===== src/rtl/matmul_tile_scheduler_if.sv =====
// matmul_tile_scheduler_if: tile-job and writeback handshake between scheduler and block MAC driver
interface matmul_tile_scheduler_if #(parameter int ADDR_W = 16);
  logic              tile_start;
  logic [ADDR_W-1:0] tile_base_a;
  logic [ADDR_W-1:0] tile_base_b;
  logic              acc_clear;
  logic              last_k;
  logic              tile_done;
  logic              wb_start;
  logic [ADDR_W-1:0] wb_base_c;
  logic              wb_done;
  modport master (output tile_start, tile_base_a, tile_base_b, acc_clear, last_k, wb_start, wb_base_c,
                  input tile_done, wb_done);
  modport slave (input tile_start, tile_base_a, tile_base_b, acc_clear, last_k, wb_start, wb_base_c,
                 output tile_done, wb_done);
endinterface


===== src/rtl/matmul_tile_scheduler.sv =====
// matmul_tile_scheduler: walks (i,j,k) 8x8 tile jobs of C=AxB with running-base address registers.
// Optional MATMUL_SCHED_ABORT_EN adds abort input and abort_seen status output.
module matmul_tile_scheduler #(
  parameter int ADDR_W = 16,
  parameter int BLK_W  = 5,
  parameter int TILE   = 8
) (
  input  logic              clock,
  input  logic              reset,
  input  logic              start,
  input  logic [BLK_W-1:0]  m_blk,
  input  logic [BLK_W-1:0]  k_blk,
  input  logic [BLK_W-1:0]  n_blk,
  input  logic [ADDR_W-1:0] base_a,
  input  logic [ADDR_W-1:0] base_b,
  input  logic [ADDR_W-1:0] base_c,
  input  logic [ADDR_W-1:0] lda,
  input  logic [ADDR_W-1:0] ldb,
  input  logic [ADDR_W-1:0] ldc,
  output logic              busy,
  output logic              done,
`ifdef MATMUL_SCHED_ABORT_EN
  input  logic              abort,
  output logic              abort_seen,
`endif
  matmul_tile_scheduler_if.master dp
);
  localparam int LG = $clog2(TILE);
  localparam logic [ADDR_W-1:0] TSTEP = ADDR_W'(TILE);
  typedef enum logic [2:0] {IDLE, ISSUE, WAIT_TILE, WRITEBACK, WAIT_WB, DONE} state_t;
  state_t state_q, state_d;
  logic [BLK_W-1:0] m_blk_q, m_blk_d, k_blk_q, k_blk_d, n_blk_q, n_blk_d;
  logic [BLK_W-1:0] i_q, i_d, j_q, j_d, k_q, k_d;
  logic [ADDR_W-1:0] base_b_q, base_b_d, lda_s_q, lda_s_d, ldb_s_q, ldb_s_d, ldc_s_q, ldc_s_d;
  logic [ADDR_W-1:0] a_row_q, a_row_d, a_q, a_d, b_col_q, b_col_d, b_q, b_d, c_row_q, c_row_d, c_q, c_d;
  logic tile_start_q, tile_start_d, acc_clear_q, acc_clear_d, last_k_q, last_k_d;
  logic wb_start_q, wb_start_d, busy_q, busy_d, done_q, done_d, abort_hit;
`ifdef MATMUL_SCHED_ABORT_EN
  logic abort_seen_q, abort_seen_d;
  assign abort_hit = abort && state_q != IDLE && state_q != DONE;
  assign abort_seen = abort_seen_q;
`else
  assign abort_hit = 1'b0;
`endif
  always_comb begin
    state_d = state_q;
    {m_blk_d, k_blk_d, n_blk_d, i_d, j_d, k_d} = {m_blk_q, k_blk_q, n_blk_q, i_q, j_q, k_q};
    {base_b_d, lda_s_d, ldb_s_d, ldc_s_d} = {base_b_q, lda_s_q, ldb_s_q, ldc_s_q};
    {a_row_d, a_d, b_col_d, b_d, c_row_d, c_d} = {a_row_q, a_q, b_col_q, b_q, c_row_q, c_q};
`ifdef MATMUL_SCHED_ABORT_EN
    abort_seen_d = abort_seen_q;
`endif
    case (state_q)
      IDLE: if (start) begin
        {m_blk_d, k_blk_d, n_blk_d} = {m_blk, k_blk, n_blk};
        {i_d, j_d, k_d} = '0;
        base_b_d = base_b;
        lda_s_d = lda << LG;
        ldb_s_d = ldb << LG;
        ldc_s_d = ldc << LG;
        {a_row_d, a_d} = {base_a, base_a};
        {b_col_d, b_d} = {base_b, base_b};
        {c_row_d, c_d} = {base_c, base_c};
        state_d = (m_blk != '0 && k_blk != '0 && n_blk != '0) ? ISSUE : DONE;
`ifdef MATMUL_SCHED_ABORT_EN
        abort_seen_d = 1'b0;
`endif
      end
      ISSUE: state_d = WAIT_TILE;
      WAIT_TILE: if (dp.tile_done) begin
        if (k_q == k_blk_q - 1'b1) state_d = WRITEBACK;
        else begin
          k_d = k_q + 1'b1;
          a_d = a_q + TSTEP;
          b_d = b_q + ldb_s_q;
          state_d = ISSUE;
        end
      end
      WRITEBACK: state_d = WAIT_WB;
      WAIT_WB: if (dp.wb_done) begin
        k_d = '0;
        if (j_q == n_blk_q - 1'b1) begin
          j_d = '0;
          i_d = i_q + 1'b1;
          a_row_d = a_row_q + lda_s_q;
          a_d = a_row_d;
          {b_col_d, b_d} = {base_b_q, base_b_q};
          c_row_d = c_row_q + ldc_s_q;
          c_d = c_row_d;
        end else begin
          j_d = j_q + 1'b1;
          a_d = a_row_q;
          b_col_d = b_col_q + TSTEP;
          b_d = b_col_d;
          c_d = c_q + TSTEP;
        end
        state_d = (i_q == m_blk_q - 1'b1 && j_q == n_blk_q - 1'b1) ? DONE : ISSUE;
      end
      DONE: state_d = IDLE;
      default: state_d = IDLE;
    endcase
    if (abort_hit) begin
      state_d = DONE;
`ifdef MATMUL_SCHED_ABORT_EN
      abort_seen_d = 1'b1;
`endif
    end
    tile_start_d = state_d == ISSUE;
    acc_clear_d = state_d == ISSUE && k_d == '0;
    last_k_d = state_d == ISSUE && k_d == k_blk_d - 1'b1;
    wb_start_d = state_d == WRITEBACK;
    busy_d = state_d != IDLE;
    done_d = state_d == DONE;
  end
  always_ff @(posedge clock or posedge reset) begin
    if (reset) begin
      state_q <= IDLE;
      {m_blk_q, k_blk_q, n_blk_q, i_q, j_q, k_q} <= '0;
      {base_b_q, lda_s_q, ldb_s_q, ldc_s_q} <= '0;
      {a_row_q, a_q, b_col_q, b_q, c_row_q, c_q} <= '0;
      {tile_start_q, acc_clear_q, last_k_q, wb_start_q, busy_q, done_q} <= '0;
`ifdef MATMUL_SCHED_ABORT_EN
      abort_seen_q <= 1'b0;
`endif
    end else begin
      state_q <= state_d;
      {m_blk_q, k_blk_q, n_blk_q, i_q, j_q, k_q} <= {m_blk_d, k_blk_d, n_blk_d, i_d, j_d, k_d};
      {base_b_q, lda_s_q, ldb_s_q, ldc_s_q} <= {base_b_d, lda_s_d, ldb_s_d, ldc_s_d};
      {a_row_q, a_q, b_col_q, b_q, c_row_q, c_q} <= {a_row_d, a_d, b_col_d, b_d, c_row_d, c_d};
      {tile_start_q, acc_clear_q, last_k_q, wb_start_q, busy_q, done_q} <=
        {tile_start_d, acc_clear_d, last_k_d, wb_start_d, busy_d, done_d};
`ifdef MATMUL_SCHED_ABORT_EN
      abort_seen_q <= abort_seen_d;
`endif
    end
  end
  assign dp.tile_start = tile_start_q;
  assign dp.tile_base_a = a_q;
  assign dp.tile_base_b = b_q;
  assign dp.acc_clear = acc_clear_q;
  assign dp.last_k = last_k_q;
  assign dp.wb_start = wb_start_q;
  assign dp.wb_base_c = c_q;
  assign busy = busy_q;
  assign done = done_q;
endmodule


===== src/flat_wrapper.sv =====
// flat-port wrapper written by rule: the top's interface ports become plain ports
module matmul_tile_scheduler_flat 
#(
  parameter int ADDR_W = 16,
  parameter int BLK_W  = 5,
  parameter int TILE   = 8
)
  (clock, reset, start, m_blk, k_blk, n_blk, base_a, base_b, base_c, lda, ldb, ldc, busy, done, dp_tile_start, dp_tile_base_a, dp_tile_base_b, dp_acc_clear, dp_last_k, dp_wb_start, dp_wb_base_c, dp_tile_done, dp_wb_done);
  matmul_tile_scheduler_if #(.ADDR_W(ADDR_W)) dp_i ();
  input  logic clock;
  input  logic reset;
  input  logic start;
  input  logic [BLK_W-1:0] m_blk;
  input  logic [BLK_W-1:0] k_blk;
  input  logic [BLK_W-1:0] n_blk;
  input  logic [ADDR_W-1:0] base_a;
  input  logic [ADDR_W-1:0] base_b;
  input  logic [ADDR_W-1:0] base_c;
  input  logic [ADDR_W-1:0] lda;
  input  logic [ADDR_W-1:0] ldb;
  input  logic [ADDR_W-1:0] ldc;
  output logic busy;
  output logic done;
  output wire logic [$bits(dp_i.tile_start)-1:0] dp_tile_start;
  output wire logic [$bits(dp_i.tile_base_a)-1:0] dp_tile_base_a;
  output wire logic [$bits(dp_i.tile_base_b)-1:0] dp_tile_base_b;
  output wire logic [$bits(dp_i.acc_clear)-1:0] dp_acc_clear;
  output wire logic [$bits(dp_i.last_k)-1:0] dp_last_k;
  output wire logic [$bits(dp_i.wb_start)-1:0] dp_wb_start;
  output wire logic [$bits(dp_i.wb_base_c)-1:0] dp_wb_base_c;
  input wire logic [$bits(dp_i.tile_done)-1:0] dp_tile_done;
  input wire logic [$bits(dp_i.wb_done)-1:0] dp_wb_done;
  assign dp_tile_start = dp_i.tile_start;
  assign dp_tile_base_a = dp_i.tile_base_a;
  assign dp_tile_base_b = dp_i.tile_base_b;
  assign dp_acc_clear = dp_i.acc_clear;
  assign dp_last_k = dp_i.last_k;
  assign dp_wb_start = dp_i.wb_start;
  assign dp_wb_base_c = dp_i.wb_base_c;
  assign dp_i.tile_done = dp_tile_done;
  assign dp_i.wb_done = dp_wb_done;
  matmul_tile_scheduler #(.ADDR_W(ADDR_W), .BLK_W(BLK_W), .TILE(TILE)) u_core (.clock(clock), .reset(reset), .start(start), .m_blk(m_blk), .k_blk(k_blk), .n_blk(n_blk), .base_a(base_a), .base_b(base_b), .base_c(base_c), .lda(lda), .ldb(ldb), .ldc(ldc), .busy(busy), .done(done), .dp(dp_i));
endmodule

===== config.mk =====
export PLATFORM = sky130hd
export DESIGN_NAME = matmul_tile_scheduler_flat
export DESIGN_NICKNAME = d
export VERILOG_FILES = /design/src/rtl/matmul_tile_scheduler_if.sv /design/src/rtl/matmul_tile_scheduler.sv /design/src/flat_wrapper.sv
export SDC_FILE = /design/constraint.sdc
export NUM_CORES = 1
export LEC_CHECK = 0
export BUFFER_PORTS_ARGS = -buffer_cell sky130_fd_sc_hd__buf_2
export CORE_AREA = 2 2 161 163
export CTS_CLUSTER_DIAMETER = 50
export DETAILED_ROUTE_END_ITERATION = 16
export DIE_AREA = 0 0 163 165
export PLACE_DENSITY = 0.67
export REMOVE_ABC_BUFFERS = 1
export SLEW_MARGIN = 15
export SYNTH_ARGS = -nofsm -noshare
export SYNTH_HDL_FRONTEND = slang
export SYNTH_SLANG_ARGS = --single-unit

===== constraint.sdc =====
create_clock -name clock -period 6.45 [get_ports clock]
set_input_delay 0.3225 -clock clock [delete_from_list [all_inputs] [get_ports clock]]
set_output_delay 0.3225 -clock clock [all_outputs]
set_load 0.02 [all_outputs]

-- After elaboration in Yosys (flattened, before gate mapping)
Cells that the tools add are included.
- bits in registers: 190
- bits in latches: 0
- RAM bits: 0
- bits in read-only memories: 0
- input port bits: 116
- memories: 0
- add/subtract/negate cells: 13
- multiply operators: 0
- div/mod/pow operators: 0
- magnitude comparators: 0
- equal/unequal tests: 16
- shift-type cells: 0
- mux-type cells: 42
- bitwise logic cells: 0
- reduce and logical (&&, ||, !) cells: 17
- operator list (kind ; count):
    $mux W16 ; 15
    $pmux W16 S2 ; 4
    $pmux W16 S3 ; 2
    $mux W5 ; 11
    $add A16 B16 Y16 ; 3
    $add A16 B4 Y16 const B ; 3
    $eq A5 B5 Y1 ; 4
    $pmux W5 S2 ; 2
    $sub A5 B1 Y5 const B ; 4
    $add A5 B1 Y5 const B ; 3
    $mux W3 ; 5
    $pmux W3 S5 ; 1
    $pmux W5 S3 ; 1
    $reduce_bool A5 Y1 ; 3
    $eq A3 B2 Y1 const B ; 3
    $ne A2 B2 Y1 const B ; 4
    $eq A3 B1 Y1 const B ; 2
    $eq A3 B3 Y1 const B ; 2
    $reduce_bool A3 Y1 ; 2
    $logic_and A1 B1 Y1 ; 5
    $logic_not A5 Y1 ; 1
    $reduce_and A5 Y1 ; 1
    $reduce_and A4 Y1 ; 1
    $logic_not A3 Y1 ; 1
    other kinds (5) ; 5

-- Longest topological paths before layout
- depth in word-level cells: 8
- depth in mapped cells: 12
- depth with buffers taken out: 11

-- Worst setup path after synthesis
No wires, ideal clock.
- kind: reg-to-reg
- from: register u_core.b_q[3], in the netlist u_core.dp.tile_base_b[3]
- to: register u_core.b_q[15], in the netlist u_core.dp.tile_base_b[15]
- setup time: 0.088 ns
- arrival: 2.453 ns
- data required time: 6.362 ns
- setup slack: 3.909 ns
- stages on the path, launching flop included: 11
- path buffers: 0
- period minus slack after synthesis: 2.541 ns
- path through: dfrtp_1 > ha_1 > fa_1 > a21oi_1 > nor2_1 > a21oi_1 > a21oi_1 > a31o_2 > a2111oi_0 > o21ai_0 > a41oi_1
- cells in the longest elaborated chain, start to end: 4
- RTL lines (element ; line ; text):
    from (decl) ; matmul_tile_scheduler.sv:35 ; logic [ADDR_W-1:0] a_row_q, a_row_d, a_q, a_d, b_col_q, b_col_d, b_q, b_d, c_row_q, c_row_d, c_q, c_d;
    from (signal assigned) ; matmul_tile_scheduler.sv:129 ; {a_row_q, a_q, b_col_q, b_q, c_row_q, c_q} <= {a_row_d, a_d, b_col_d, b_d, c_row_d, c_d};
    $add A16 B16 Y16 ; matmul_tile_scheduler.sv:75 ; b_d = b_q + ldb_s_q;
    $mux W16 ; matmul_tile_scheduler.sv:71 ; if (k_q == k_blk_q - 1'b1) state_d = WRITEBACK;
    $mux W16 ; matmul_tile_scheduler.sv:70 ; WAIT_TILE: if (dp.tile_done) begin
    $pmux W16 S3 ; matmul_tile_scheduler.sv:53 ; case (state_q)
Every way passes these cells. The select of a mux whose other input is x is not followed.
A chain may end at the register's enable or synchronous reset.

-- Worst setup path in the final report
- from: register u_core.state_q[0]
- to: register u_core.i_q[0]
- cells in the longest elaborated chain, start to end: 3
- elaborated cells between the ends (all ways): 8
- RTL lines (element ; line ; text):
    from (decl) ; matmul_tile_scheduler.sv:31 ; state_t state_q, state_d;
    from (signal assigned) ; matmul_tile_scheduler.sv:126 ; state_q <= state_d;
    $eq A3 B3 Y1 / $logic_not A3 Y1 (equally long branches) ; matmul_tile_scheduler.sv:53 ;
    $ne A2 B1 Y1 (no source line) (tied with other cells) ; n/a ;
    $reduce_and A4 Y1 (no source line) ; n/a ;
    to (signal assigned) ; matmul_tile_scheduler.sv:127 ; {m_blk_q, k_blk_q, n_blk_q, i_q, j_q, k_q} <= {m_blk_d, k_blk_d, n_blk_d, i_d, j_d, k_d};
    to (decl) ; matmul_tile_scheduler.sv:33 ; logic [BLK_W-1:0] i_q, i_d, j_q, j_d, k_q, k_d;
Several ways; a longest one is shown, not always the timed one.

==> results.json <==
{
  "firstDrtPassIters": 5,
  "avgViaCountPerCell": 5.50,
  "synth_area_per_cell_um2": 8.32,
  "die_area_um2": 26900,
  "synth_top_cells_by_count": "343 x nand2_1, 190 x dfrtp_1, 118 x nor2_1, 86 x a21oi_1, 68 x o21ai_0",
  "syn_area_um2": 11200,
  "syn_inst": 1342,
  "numClockSinks": 190,
  "yosysSeqAreaShare_pct": 42.6,
  "ios": 170,
  "cap_violations": 0,
  "yosys_warnings": 0,
  "postRouteAntennaNets": 0,
  "clock_latency_ns": 0.43,
  "relSlewSlack_pct": 23.4,
  "ys_ff_latch": 190,
  "synth_top_area_share_pct": 42.6,
  "start_kind": "flop",
  "max_freq_mhz": 302,
  "clk_path_buf_depth": 2,
  "drt-total-wl_um": 30500,
  "portBuffers": 160,
  "critPathMaxStageDelay_ns": 0.86,
  "start_util_pct": 44.6,
  "grt_usage_pct": 23.1,
  "ir_worst_vdd_mv": 0.217,
  "power.density_nw_per_um2": 554,
  "synth.area.top_cells": "dfrtp_1 43%, nand2_1 12%, ha_1 5.2%, nor2_1 4.0%, a21oi_1 3.9%",
  "maxSlewViolCount": 0,
  "crit_arrival_ns": 3.61,
  "power.total_uw": 7060,
  "dp_hpwl_um": 20300,
  "crit_family": "simple AND/OR/NAND/NOR gates",
  "critical_path_required_ns": 6.76,
  "post_drt_wl_per_cell_um": 16.9,
  "grt_pass1_wl_um": 49200,
  "final_nets": 1629,
  "worst_pin_slew_ns": 1.15,
  "synth_edf_count": 0,
  "critical_path_peak_fanout": 41,
  "hold_viol": 0,
  "place.gp.congestion": 0.819,
  "die_h_um": 165,
  "worst_path_max_delay_cell": "and2_2",
  "synth.most_common_cell": "nand2_1",
  "cts_inserted_buffers": 17,
  "areaGrowthSynthToFinish_pct": 14.1,
  "fp-row-count": 58,
  "rsz0062_at_grt": "false",
  "grt_overflow": 0,
  "nFillCells": 2510,
  "ctsHtreeMaxLevel": 4,
  "cts_resized": 0,
  "ys_types": 78,
  "period_share_pct": 51.3,
  "synth_area_leader_cell": "dfrtp_1",
  "critPathBufInv": 0,
  "hp-class": "input port to asynchronous set/reset pin",
  "cts_tree": "yes",
  "status": "finished, final reports clean",
  "post_cts.repair.setup_buffers": 0,
  "die_w_um": 163,
  "crit_chain": "nor2_1 -> and2_2 -> nand2_1 -> nand2_1 -> nor2_1 -> mux2_2",
  "hold_buffers": 0,
  "synth_ff_type": "dfrtp_1",
  "core-area_um2": 25000,
  "tns_ns": 0,
  "setup_viol": 0,
  "skew_ns": 0.0147,
  "utilization_pct": 50.9,
  "cp-end-kind": "flop",
  "drcViolationCount": 0,
  "grt_pass1_vias": 9425,
  "grt_max_degree": 134,
  "path_clk_slew_ns": 0.07,
  "drive_above_1_share_pct": 15.2,
  "drt_iter0_markers": 702,
  "root_buffer": "clkbuf_16",
  "critPathKind": "flop to flop",
  "power.leakage_uw": 0.00608,
  "layout_min_cycle_time_ns": 3.31,
  "via_count": 9948,
  "antenna_found_initial": 6,
  "ys_async_sr_fraction_pct": 100
}
## sequential cells by signal, summed over array words and instances (netlist names), 13 cells and up
name,flops
u_core.ldc_s_q,13
u_core.dp.tile_base_a,16
u_core.a_row_q,16
u_core.c_row_q,16
u_core.dp.wb_base_c,16
u_core.ldb_s_q,13
u_core.lda_s_q,13
u_core.dp.tile_base_b,16
u_core.b_col_q,16
u_core.base_b_q,16
## power by group
group	internal, uW	total [uW]	switching [uW]	leakage (uW)
registers	1740	2220	478	0.00231
clock network	511	976	465	0.000259
logic	1500	3870	2370	0.00351
## worst reg2reg max path, cell delays in order, from the launching register on
cell	delay, ns
dfrtp_1	0.47
nor2_1	0.40
and2_2	0.86
nand2_1	0.35
nand2_1	0.65
nor2_1	0.14
mux2_2	0.30
## area by class of cell
type | count | area, um^2 | area share [%]
clock buffers | 21 | 460 | 3.61
flip-flops and latches | 190 | 4750 | 37.3
diodes | 4 | 10.0 | 0.0786
inverters | 32 | 128 | 1.00
multi-input cells | 1049 | 6000 | 47.1
well taps | 330 | 413 | 3.24
clock inverters | 10 | 66.3 | 0.520
repair buffers | 174 | 906 | 7.11
## path summary, 6_finish.rpt
| check | start | endpoint | slack, ns | depth (start not counted) |
|---|---|---|---|---|
| min in group clock | ldc[4] | u_core.ldc_s_q[7]$_DFFE_PP0P_ | 0.07 | 3 |
| max | u_core.state_q[0]$_DFF_PP0_ | u_core.i_q[0]$_DFFE_PP0P_ | 3.14 | 6 |
| max in group asynchronous | reset | u_core.j_q[3]$_DFFE_PP0P_ | 4.96 | 3 |
| min reg2reg | u_core.b_col_q[1]$_DFFE_PP0P_ | u_core.b_col_q[1]$_DFFE_PP0P_ | 0.48 | 2 |
| min | reset | u_core.ldb_s_q[14]$_DFFE_PP0P_ | 0.03 | 2 |
| max reg2reg | u_core.state_q[0]$_DFF_PP0_ | u_core.i_q[0]$_DFFE_PP0P_ | 3.14 | 6 |
## kinds of logic after synthesis
group / synth area share [%]
flip-flops: 42.6
AO/OA/AOI/OAI: 18.2
XOR/XNOR: 5.73
buffers and inverters: 3.84
multiplexers: 0.729
AND/OR/NAND/NOR: 23.2
adder cells (fa/ha/maj): 5.69
## layout by cell type (no fill, tap or decap), drive strengths merged, types with 6 or more instances in the layout
cell	synthesis	routed
xnor2	40	40
nand4	10	10
or3	7	7
nand3	49	49
a21o	12	12
dfrtp	190	190
buf	24	174
clkbuf	47	21
inv	32	33
nor3	14	14
a31oi	36	36
nand2	343	343
o21ai	76	76
o211ai	14	14
clkinv	0	7
nor2b	10	10
a211oi	11	11
nor2	119	119
nand2b	13	13
o21bai	6	6
mux2i	7	7
o21a	9	9
a221oi	9	9
a21oi	88	88
xor2	33	33
ha	46	46
and3	12	12
## layer usage
layer	vias to the layer above	global-route usage (%)	wire length (um)
met3	49	3.06	1200
li1	4896	-	-
met1	4771	31.5	14300
met4	4	7.64	640
met2	228	38.3	14400
met5	-	0	27
## metrics by stage
| step | area, um^2 | cells | setup WS [ns] | hold slack (ns) |
|---|---|---|---|---|
| final | 12700 | 1810 | 3.14 | 0.0290 |
| after global placement | 12200 | 1775 | 3.22 | 0.457 |
| after detailed placement | 12200 | 1775 | 3.14 | 0.458 |
| after global routing | 12700 | 1809 | 2.94 | 0.0713 |
| after floorplan | 10900 | 1271 | 0.957 | 0.428 |
| after CTS | 12700 | 1806 | 3.12 | 0.0574 |
No activity file was read; power rests on OpenSTA's default activity.
